`src/rtl/pixel_fetch_sequencer.sv`:
```
// Layer-compositing pixel fetch sequencer: walks layers top-down per pixel,
// reads each from video RAM, resolves first opaque layer, emits via valid/ready.
// Ports: clk, reset (sync, active-low), enable; counter position in
// (layer_in/x_in/y_in) and advance pulses out (next_layer/next_pixel);
// RAM read port (ram_rd_*); pixel stream out (pix_*); busy.
module pixel_fetch_sequencer #(
  parameter int NUM_LAYERS = 32,
  parameter int COLOR_W    = 16,
  parameter int H_RES      = 1920,
  parameter int V_RES      = 1080,
  parameter logic [COLOR_W-1:0] BG_COLOR = '0
) (
  input  logic               clk,
  input  logic               reset,
  input  logic               enable,
  input  logic [4:0]         layer_in,
  input  logic [10:0]        x_in,
  input  logic [10:0]        y_in,
  output logic               next_layer,
  output logic               next_pixel,
  output logic               ram_rd_req,
  output logic [26:0]        ram_rd_addr,
  input  logic               ram_rd_valid,
  input  logic [COLOR_W:0]   ram_rd_data,
  output logic               pix_valid,
  input  logic               pix_ready,
  output logic [COLOR_W-1:0] pix_data,
  output logic [10:0]        pix_x,
  output logic [10:0]        pix_y,
  output logic               pix_first,
  output logic               pix_last,
  output logic               busy
);

  localparam logic [2:0] S_IDLE   = 3'd0;
  localparam logic [2:0] S_SETTLE = 3'd1;
  localparam logic [2:0] S_ISSUE  = 3'd2;
  localparam logic [2:0] S_WAIT   = 3'd3;
  localparam logic [2:0] S_EVAL   = 3'd4;
  localparam logic [2:0] S_LADV   = 3'd5;
  localparam logic [2:0] S_EMIT   = 3'd6;
  localparam logic [2:0] S_PADV   = 3'd7;

  localparam logic [4:0]  LAST_LAYER = 5'(NUM_LAYERS - 1);
  localparam logic [10:0] LAST_X     = 11'(H_RES - 1);
  localparam logic [10:0] LAST_Y     = 11'(V_RES - 1);

  logic [2:0]         state_q, state_d;
  logic [26:0]        addr_q, addr_d;
  logic [COLOR_W:0]   rdat_q, rdat_d;
  logic [COLOR_W-1:0] data_q, data_d;
  logic [10:0]        x_q, x_d;
  logic [10:0]        y_q, y_d;
  logic               first_q, first_d;
  logic               last_q, last_d;
  // Set for the SETTLE that follows a layer advance: the pixel is still
  // in flight there, so enable must not stop it.
  logic               mid_q, mid_d;

  always_comb begin
    state_d = state_q;
    addr_d  = addr_q;
    rdat_d  = rdat_q;
    data_d  = data_q;
    x_d     = x_q;
    y_d     = y_q;
    first_d = first_q;
    last_d  = last_q;
    mid_d   = (state_q == S_LADV);
    unique case (state_q)
      S_IDLE: begin
        if (enable) state_d = S_SETTLE;
      end
      S_SETTLE: begin
        if (enable || mid_q) begin
          state_d = S_ISSUE;
        end else begin
          state_d = S_IDLE;
          addr_d  = '0;
          data_d  = '0;
          x_d     = '0;
          y_d     = '0;
          first_d = 1'b0;
          last_d  = 1'b0;
        end
      end
      S_ISSUE: begin
        addr_d = {layer_in, y_in, x_in};
        if (layer_in == 5'd0) begin
          x_d = x_in;
          y_d = y_in;
        end
        state_d = S_WAIT;
      end
      S_WAIT: begin
        if (ram_rd_valid) begin
          rdat_d  = ram_rd_data;
          state_d = S_EVAL;
        end
      end
      S_EVAL: begin
        first_d = (x_q == 11'd0) && (y_q == 11'd0);
        last_d  = (x_q == LAST_X) && (y_q == LAST_Y);
        if (rdat_q[COLOR_W]) begin
          data_d  = rdat_q[COLOR_W-1:0];
          state_d = S_EMIT;
        end else if (layer_in == LAST_LAYER) begin
          data_d  = BG_COLOR;
          state_d = S_EMIT;
        end else begin
          state_d = S_LADV;
        end
      end
      S_LADV: begin
        state_d = S_SETTLE;
      end
      S_EMIT: begin
        if (pix_ready) state_d = S_PADV;
      end
      S_PADV: begin
        state_d = S_SETTLE;
      end
      default: begin
        state_d = S_IDLE;
      end
    endcase
  end

  always_ff @(posedge clk) begin
    if (!reset) begin
      state_q <= S_IDLE;
      addr_q  <= '0;
      rdat_q  <= '0;
      data_q  <= '0;
      x_q     <= '0;
      y_q     <= '0;
      first_q <= 1'b0;
      last_q  <= 1'b0;
      mid_q   <= 1'b0;
    end else begin
      state_q <= state_d;
      addr_q  <= addr_d;
      rdat_q  <= rdat_d;
      data_q  <= data_d;
      x_q     <= x_d;
      y_q     <= y_d;
      first_q <= first_d;
      last_q  <= last_d;
      mid_q   <= mid_d;
    end
  end

  // Address is live in ISSUE so the request carries it, then held.
  assign ram_rd_req  = (state_q == S_ISSUE);
  assign ram_rd_addr = (state_q == S_ISSUE) ?
                       {layer_in, y_in, x_in} : addr_q;
  assign next_layer  = (state_q == S_LADV);
  assign next_pixel  = (state_q == S_PADV);
  assign pix_valid   = (state_q == S_EMIT);
  assign busy        = (state_q != S_IDLE);
  assign pix_data    = data_q;
  assign pix_x       = x_q;
  assign pix_y       = y_q;
  assign pix_first   = first_q;
  assign pix_last    = last_q;

endmodule

```
`config.mk`:
```
export PLATFORM = sky130hd
export DESIGN_NAME = pixel_fetch_sequencer
export DESIGN_NICKNAME = d
export VERILOG_FILES = /design/src/rtl/pixel_fetch_sequencer.sv
export SDC_FILE = /design/constraint.sdc
export NUM_CORES = 1
export LEC_CHECK = 0
export CAP_MARGIN = 20
export CORE_MARGIN = 2
export CORE_UTILIZATION = 44
export CTS_CLUSTER_SIZE = 10
export DETAILED_ROUTE_END_ITERATION = 8
export PLACE_DENSITY = 0.79
export RECOVER_POWER = 25
export SLEW_MARGIN = 20
export SYNTH_ARGS = -nofsm -noshare
export SYNTH_HDL_FRONTEND = slang
export SYNTH_SLANG_ARGS = --single-unit
export TNS_END_PERCENT = 20
```
`constraint.sdc`:
```
create_clock -name clk -period 2.3 [get_ports clk]
set_clock_uncertainty 0.2 [all_clocks]
set_input_delay 0.46 -clock clk [delete_from_list [all_inputs] [get_ports clk]]
set_output_delay 0.46 -clock clk [all_outputs]
set_load 0.02 [all_outputs]
```
**Word level (Yosys, flattened, before mapping)**

Index checks and enable logic that the tools add are counted.

- RAM bits: 0
- Memories kept: 0
- Output and inout bits: 72
- Bits in registers: 88
- Input port bits: 49
- ROM bits: 0
- Word-level logic and storage cells: 64
- Latch bits: 0

- Divide/modulo/power cells: 0
- Reduce and logical (&&, ||, !) cells: 17
- Shift-type cells: 0
- $add $sub $neg: 0
- $mul: 0
- Bitwise gates (word level): 0
- Muxes and demuxes: 22
- Eq/ne operators: 16
- $lt $le $gt $ge: 0

Operators with widths:

| operator | count |
|---|---|
| 27-bit two-way mux | 2 |
| 27-bit one-hot mux with 2 select lines | 1 |
| 16-bit two-way mux | 3 |
| 11-bit one-hot mux with 2 select lines | 2 |
| 11-bit two-way mux | 3 |
| 16-bit one-hot mux with 2 select lines | 1 |
| 11-bit == test, second input constant | 2 |
| 11-bit zero test | 2 |
| 3-bit one-hot mux with 7 select lines | 1 |
| 3-bit == test, second input constant | 4 |
| 3-bit two-way mux | 3 |
| 3-bit AND reduction | 3 |
| 3-bit by 2-bit == test with 1-bit output, second input constant | 2 |
| 2-bit two-way mux | 3 |
| 2-bit != test, second input constant | 3 |
| 2-bit AND reduction | 3 |
| 5-bit == test, second input constant | 1 |
| 5-bit zero test | 1 |
| 2-bit by 1-bit != test with 1-bit output, second input constant | 2 |
| 1-bit one-hot mux with 2 select lines | 2 |
| 2-bit nonzero test | 2 |
| 3-bit by 1-bit == test with 1-bit output, second input constant | 1 |
| 3-bit zero test | 1 |
| 3-bit != test, second input constant | 1 |
| other kinds (5) | 6 |

**Logic depth before layout (Yosys ltp)**

Gate-level depths: netlist of run 1.

- Word-level depth: 4
- Depth in mapped cells: 7
- Depth with buffers taken out: 4

**Least setup slack after synthesis of run 1**

No wires, ideal clock.

- Kind: reg-to-output
- From: register state_q[1]
- To: output port ram_rd_addr[17]
- Cell stages (with the launch flop): 6
- Slack: 0.114 ns
- Path buffers: 3
- Data arrival time: 1.526 ns
- Data required time: 1.640 ns
- Cell sequence: dfxtp_1 > buf_2 > nor3b_1 > buf_2 > buf_4 > mux2_2

- Cells in the longest elaborated chain, start to end: 2

Ends and longest elaborated chain:

| what | line | source |
|---|---|---|
| start: declaration | 48 | `logic [2:0] state_q, state_d;` |
| start signal: assignment | 141 | `state_q <= state_d;` |
| 3-bit by 2-bit == test with 1-bit output | -- |  |
| net ram_rd_req | 21 | `output logic ram_rd_req,` |
| 27-bit two-way mux | 155 | `assign ram_rd_addr = (state_q == S_ISSUE) ?` |
| end: declaration | 22 | `output logic [26:0] ram_rd_addr,` |

The timed path passes the listed nets, and every way through them passes these cells.

**Worst setup path in the final report of run 1**

- From: register state_q[1]
- To: output port ram_rd_addr[9]

- Cells in the longest elaborated chain, start to end: 2

Ends and longest elaborated chain:

| what | line |
|---|---|
| 3-bit by 2-bit == test with 1-bit output | 155 |
| 27-bit two-way mux | 155 |

Every way passes these cells.

==> qor.yml, run 1 <==
worst_hold_path:
  min_from: "rdat_q[5]$_SDFFE_PN0P_"
  whs_path_depth: 2
  hold_end: "rdat_q[5]$_SDFFE_PN0P_"
  hp-class: "flip-flop to flip-flop"
sta:
  rsz0062_at_grt: "yes"
  fmax_ghz: 0.412
  hold_violations: 0
  min_period_ns: 2.43
  timing.final.crit_share: 1.06
  setup_ws_ns: -0.127
  worst_slew_pin_slew_ns: 0.607
  final-max-slew-violation-count: 0
  tns_ns: -2.20
  relSlewSlack: 0.595
  holdWs_ns: 0.270
  finalSetupViolCount: 29
clock_network:
  cts_root_buf: "clkbuf_8"
  cts_buffer_depth: 2
  cts_max_level: 3
  clk_latency_ns: 0.36
  cts_tree: "yes"
  cts_made_buffers: 9
  cts.sinks: 88
  cts.clk_slew.worst_paths_ns: 0.09
final_layout:
  synthToLayoutAreaGrowth_pct: 52.2
  drive_gt1_frac: 0.267
  final_nets: 523
  design_area_um2: 5160
  final_common_cell: "clkdlybuf4s50_1"
  regArea_um2: 1770
  mostFrequentLayoutCells: "clkdlybuf4s50_1, dfxtp_1, nand2_1"
  n_antenna_cell: 0
  num-fill-cells: 560
  multi_input_area_um2: 1530
synth:
  yosysWarnings: 0
  synthMuxAreaShare: 0.0898
  ys_seq_area_frac: 0.520
  synthSimpleGateAreaFrac: 0.176
  synth_xor_area_frac: 0
  synth_fp_nets: 368
  synth_compound_area_frac: 0.178
  synth_seq_cells: 88
  synth_cell_types: 40
  synth_top_family_by_area: "compound AO/OA/AOI/OAI gates"
  ys.flop_type: "dfxtp_1"
  synth_enable_flop_cells: 0
  synthesis.area_um2: 3390
  synthArstFlopShare: 0
  syn_avg_cell_area_um2: 10.6
  syn_inst: 319
  synthAdderAreaFrac: 0
setup_path:
  crit_chain: "nor3b_4 -> buf_6 -> buf_12 -> buf_12 -> mux2_4 -> buf_6"
  arrival_ns: 1.77
  rr_worst_depth: 6
  crit_family: "buffers and inverters"
  timing.rr.start: "state_q[2]$_SDFFE_PN0P_"
  end_kind: "output port"
  cp.required_ns: 1.64
  slowest_delay_ns: 0.35
  rrSetupSlack_ns: 0.09
  cpMaxStageDelayCell: "dfxtp_2"
  cp-start-kind: "flip-flop"
  worstReg2RegEnd: "rdat_q[14]$_SDFFE_PN0P_"
  critPathBufInv: 4
  path_class: "flip-flop to output port"
  critPathMaxFanout: 7
run_status:
  status: "finished, violations left"
  failed_checks: "setup timing"
power:
  p_per_area_nw_per_um2: 621
  leakage_nw: 2.07
  p_total_w: 0.00320
  ir_worst_vdd_mv: 0.487
floorplanning:
  die-area_um2: 8420
  core_region_area_um2: 7370
  dieWidth_um: 91.7
  row_count: 31
  io_pins: 121
  dieHeight_um: 91.7
  start_util: 0.460
detailed_routing:
  postRouteAntennaNets: 0
  vias: 3002
  drc_errors: 0
  dr.pass1.iters: 4
  drtIter0Drc: 127
  routed_wl_mm: 9.27
  wl_per_cell_um: 16.0
  viasPerCell: 5.19
global_routing:
  grt_antenna_before_repair: 0
  grt.overflow.total: 0
  grt_max_degree: 29
  grt_usage: 0.221
  grt_pass1_wl_mm: 14.8
  grt_pass1_vias: 2938
place:
  dp_hpwl_mm: 6.28
  portBuffers: 120
  placed_area_um2: 4940
  globalplace.congestion: 0.814
  dp_slack_ns: -0.239
job:
  cap_violations: 0
## metrics by stage
| step | cells | util |
|---|---|---|
| detailed placement | 555 | 0.671 |
| finish | 578 | 0.700 |
| floorplan | 319 | - |
| CTS | 575 | 0.692 |
| global placement | 554 | 0.670 |
| global route | 578 | 0.700 |
## worst max path at each step
stage	end	cells past startpoint	from	slack (ns)
floorplan	ram_rd_addr[17]	5	state_q[1]$_SDFFE_PN0P_	0.11
global placement	pix_data[5]$_SDFFE_PN0P_	5	enable	-0.29
detailed placement	pix_x[2]$_SDFFE_PN0P_	6	layer_in[1]	-0.24
CTS	ram_rd_addr[20]	5	state_q[0]$_SDFFE_PN0P_	-0.17
global route	ram_rd_addr[9]	6	state_q[2]$_SDFFE_PN0P_	-0.18
finish	ram_rd_addr[9]	6	state_q[1]$_SDFFE_PN0P_	-0.13
## worst register-to-register path: cells and delay by family (launching register included)
kind            cells  cell delay (ns)
simple gates        3             0.74
buf+inv             2             0.62
flops               1             0.34
compound gates      1             0.23
## Yosys cell counts (all sizes together), types with 3 or more instances
cell type | number | area share
dfxtp | 88 | 0.52
nand2 | 43 | 0.048
a22o | 38 | 0.098
mux2 | 27 | 0.090
nor2b | 25 | 0.046
a21boi | 21 | 0.047
buf | 15 | 0.027
nor4 | 8 | 0.015
clkbuf | 7 | 0.0078
nand4 | 6 | 0.011
nor2 | 5 | 0.0055
and2b | 3 | 0.0066
nand3 | 3 | 0.0044
nor3b | 3 | 0.0081
## what timing repair did
action / 4_1_cts / 5_1_grt
gates resized for setup: 117 / 24
pin swaps: 1 / 1
hold buffers: 0 / 0
cloned: 1 / 1
setup buffers: 3 / 3
endpoints found under the setup margin: 32 / 30
## logic make-up after synthesis
family | count (synthesis)
buffers and inverters | 23
flip-flops | 88
multiplexers | 27
AO/OA/AOI/OAI | 71
AND/OR/NAND/NOR | 110
## report_power, final
group / total, W / internal [W] / leakage [nW] / switching, W
clock network: 0.00119 / 0.000621 / 0.106 / 0.000567
logic: 0.000461 / 0.000246 / 1.25 / 0.000215
registers: 0.00156 / 0.00155 / 0.711 / 0.00000962
## final cells by class
cell class                 instances  area share
clock buffer                       9      0.0240
clock inverter                     7      0.0197
inverter                           1    0.000728
multi-input combinational        208       0.296
sequential                        88       0.342
tap                               99      0.0240
timing repair buffer             166       0.293
## registers in the layout, indices dropped and copies added (netlist names)
signal,cells
pix_last,1
pix_data,16
addr_q,27
pix_x,11
rdat_q,17
pix_y,11
state_q,3
mid_q,1
pix_first,1
## layer usage
metal / track usage / share of wire / up-vias
met5: 0 / 0 / -
met4: 0.0759 / 0.017 / 0
met3: 0.0649 / 0.073 / 13
met2: 0.366 / 0.48 / 109
met1: 0.276 / 0.43 / 1425
li1: - / - / 1455
Power figures use the tool's default switching activity.
==> run 2: changes to the inputs <==
--- a/config.mk
+++ b/config.mk
@@ -8,11 +8,12 @@
 export CAP_MARGIN = 20
 export CORE_MARGIN = 2
 export CORE_UTILIZATION = 44
+export CTS_CLUSTER_DIAMETER = 60
 export CTS_CLUSTER_SIZE = 10
 export DETAILED_ROUTE_END_ITERATION = 8
 export PLACE_DENSITY = 0.79
 export RECOVER_POWER = 25
-export SLEW_MARGIN = 20
+export SLEW_MARGIN = 10
 export SYNTH_ARGS = -nofsm -noshare
 export SYNTH_HDL_FRONTEND = slang
 export SYNTH_SLANG_ARGS = --single-unit
==> run 2 against run 1 <==
  * The run still ends with setup timing left
  * Sequential share of layout area barely moved
  * Sequential power is essentially flat
  * Sequential cell count stayed put
  * Via count down 1.1%
  * Worst setup slack gained 0.0082 ns
  * Cell count shrank 0.52%
  * Highest routed layer unchanged
  * Largest cell class unchanged
==> qor.yml, run 2 (synthesis results as in run 1) <==
floorplanning:
  start_util: 0.460  # unchanged
  dieWidth_um: 91.7  # unchanged
  dieHeight_um: 91.7  # unchanged
  io_pins: 121  # unchanged
  die-area_um2: 8420  # unchanged
  core_region_area_um2: 7370  # unchanged
  row_count: 31  # unchanged
detailed_routing:
  routed_wl_mm: 9.39  # +1.3%
  dr.pass1.iters: 4  # unchanged
  postRouteAntennaNets: 0  # unchanged
  wl_per_cell_um: 16.3  # +1.8%
  drtIter0Drc: 170  # +34%
  vias: 2968  # -1.1%
  viasPerCell: 5.16  # -0.62%
  drc_errors: 0  # unchanged
final_layout:
  num-fill-cells: 550  # -1.8%
  design_area_um2: 5150  # about the same
  n_antenna_cell: 0  # unchanged
  regArea_um2: 1770  # unchanged
  drive_gt1_frac: 0.263  # -0.00462
  largest_register_ffs: 27  # unchanged
  synthToLayoutAreaGrowth_pct: 52.1  # about the same
  multi_input_area_um2: 1540  # +0.49%
  mostFrequentLayoutCells: "clkdlybuf4s50_1, dfxtp_1, nand2_1"
  final_nets: 520  # -0.57%
  final_common_cell: "clkdlybuf4s50_1"
  largest_register: "addr_q"
run_status:
  status: "finished, violations left"
  failed_checks: "setup timing"
setup_path:
  crit_start: "state_q[2]$_SDFFE_PN0P_"
  crit_cells: 6  # unchanged
  end_kind: "output port"
  rr_worst_depth: 5  # -1
  crit_path_end: "ram_rd_addr[3]"
  cpMaxStageDelayCell: "dfxtp_2"
  critPathMaxFanout: 8  # +1
  timing.rr.start: "state_q[2]$_SDFFE_PN0P_"
  cp-start-kind: "flip-flop"
  worstReg2RegEnd: "pix_data[1]$_SDFFE_PN0P_"
  crit_family: "buffers and inverters"
  arrival_ns: 1.76  # about the same
  crit_chain: "nor3b_4 -> buf_6 -> buf_12 -> buf_6 -> mux2_4 -> buf_6"
  slowest_delay_ns: 0.35  # about the same
  path_class: "flip-flop to output port"
  cp.required_ns: 1.64  # about the same
  rrSetupSlack_ns: 0.26  # +0.17 ns
  critPathBufInv: 4  # unchanged
  crit_top_cell: "buf_6"
power:
  p_per_area_nw_per_um2: 622  # +0.17%
  ir_worst_vdd_mv: 0.352  # -28%
  p_switching_w: 0.000796  # +0.49%
  leakage_nw: 2.06  # -0.61%
  switching_share: 0.248  # +0.000978
  pwr-share-comb: 0.143  # about the same
  p_seq_frac: 0.485  # about the same
  p_int_w: 0.00241  # about the same
  p_total_w: 0.00321  # about the same
  clock_power_share: 0.372  # about the same
job:
  cap_violations: 0  # unchanged
clock_network:
  cts_made_buffers: 9  # unchanged
  cts.clk_slew.worst_paths_ns: 0.09  # about the same
  holdBufCountCts: 0  # unchanged
  cts_root_buf: "clkbuf_8"
  cts_max_level: 3  # unchanged
  cts_tree: "yes"
  cts_buffer_depth: 2  # unchanged
  cts.sinks: 88  # unchanged
  clk_latency_ns: 0.36  # about the same
sta:
  timing.final.crit_share: 1.05  # -0.00357
  tns_ns: -1.69  # +0.507 ns
  relSlewSlack: 0.586  # -0.00899
  worst_slew_pin_slew_ns: 0.621  # +0.0135 ns
  hold_violations: 0  # unchanged
  setup_ws_ns: -0.119  # +0.00822 ns
  min_period_ns: 2.42  # -0.00822 ns
  finalSetupViolCount: 27  # -6.9%
  final-max-slew-violation-count: 0  # unchanged
  holdWs_ns: 0.271  # +0.000724 ns
  rsz0062_at_grt: "yes"
  fmax_ghz: 0.413  # +0.34%
global_routing:
  use_met2: 0.388  # +0.0214
  grt_busiest_layer: "met2"
  grt.overflow.total: 0  # unchanged
  met3_usage: 0.0756  # +0.0107
  grt_usage: 0.231  # +0.00945
  grt_antenna_before_repair: 0  # unchanged
  grt_pass1_wl_mm: 15.3  # +3.7%
  grt_max_degree: 29  # unchanged
  grt_pass1_vias: 3006  # +2.3%
  use_met1: 0.287  # +0.0111
place:
  placed_area_um2: 4940  # unchanged
  dp_slack_ns: -0.245  # -0.00544 ns
  dp_hpwl_mm: 6.30  # +0.28%
  portBuffers: 120  # unchanged
  globalplace.congestion: 0.814  # unchanged
worst_hold_path:
  hp-class: "flip-flop to flip-flop"
-- run 2: final cells by class --
class / instances / area share
clock buffers: 9 / 0.0240
clock inverters: 7 / 0.0197
inverters: 1 / 0.000729
multi-input cells: 208 / 0.298
flip-flops and latches: 88 / 0.343
well taps: 99 / 0.0240
repair buffers: 163 / 0.291
-- run 2: worst register-to-register path, cell delays in order (launching register included) --
cell and delay (ns):
dfxtp_2 0.37, buf_4 0.22, nor3b_2 0.23, buf_4 0.16
and3_1 0.56, a22o_1 0.26
-- run 2: routing by layer --
metal	up-vias	part of all wire
li1	1442	-
met1	1413	0.41
met2	102	0.50
met3	11	0.069
met4	0	0.012
met5	-	0
-- run 2: stage by stage --
stage | instances | util
2_1_floorplan | 319 | -
5_1_grt | 575 | 0.699
6_report | 575 | 0.699
3_3_place_gp | 554 | 0.670
4_1_cts | 576 | 0.710
3_5_place_dp | 555 | 0.671
-- run 2: power by group through the flow --
stage               Clock [W]  Sequential, W  Combinational [W]
floorplan                   0        0.00159           0.000214
global placement            0        0.00159           0.000450
detailed placement          0        0.00159           0.000459
CTS                   0.00120        0.00155           0.000474
global route          0.00128        0.00156           0.000491
finish                0.00119        0.00156           0.000460
-- run 2: worst min path at each step --
stage	startpoint	to	cells after the start	slack (ns)
2_1_floorplan	rdat_q[0]$_SDFFE_PN0P_	rdat_q[0]$_SDFFE_PN0P_	2	0.24
3_3_place_gp	rdat_q[5]$_SDFFE_PN0P_	rdat_q[5]$_SDFFE_PN0P_	2	0.25
3_5_place_dp	pix_data[13]$_SDFFE_PN0P_	pix_data[13]$_SDFFE_PN0P_	1	0.26
4_1_cts	rdat_q[5]$_SDFFE_PN0P_	rdat_q[5]$_SDFFE_PN0P_	2	0.27
5_1_grt	rdat_q[5]$_SDFFE_PN0P_	rdat_q[5]$_SDFFE_PN0P_	2	0.29
6_report	rdat_q[15]$_SDFFE_PN0P_	rdat_q[15]$_SDFFE_PN0P_	2	0.27
-- run 2: what timing repair did --
| action | in CTS | in global routing |
|---|---|---|
| cloned | 2 | 0 |
| pin swaps | 1 | 1 |
| buffers inserted | 3 | 0 |
| setup endpoints to repair | 32 | 30 |
| resized for setup | 121 | 18 |
==> run 3: changes to the inputs <==
--- a/config.mk
+++ b/config.mk
@@ -11,6 +11,8 @@
 export CTS_CLUSTER_DIAMETER = 60
 export CTS_CLUSTER_SIZE = 10
 export DETAILED_ROUTE_END_ITERATION = 8
+export GPL_ROUTABILITY_DRIVEN = 0
+export HOLD_SLACK_MARGIN = 0.15
 export PLACE_DENSITY = 0.79
 export RECOVER_POWER = 25
 export SLEW_MARGIN = 10
==> results of run 3 <==
The final DEF is identical to that of run 2; final timing and power are the same.
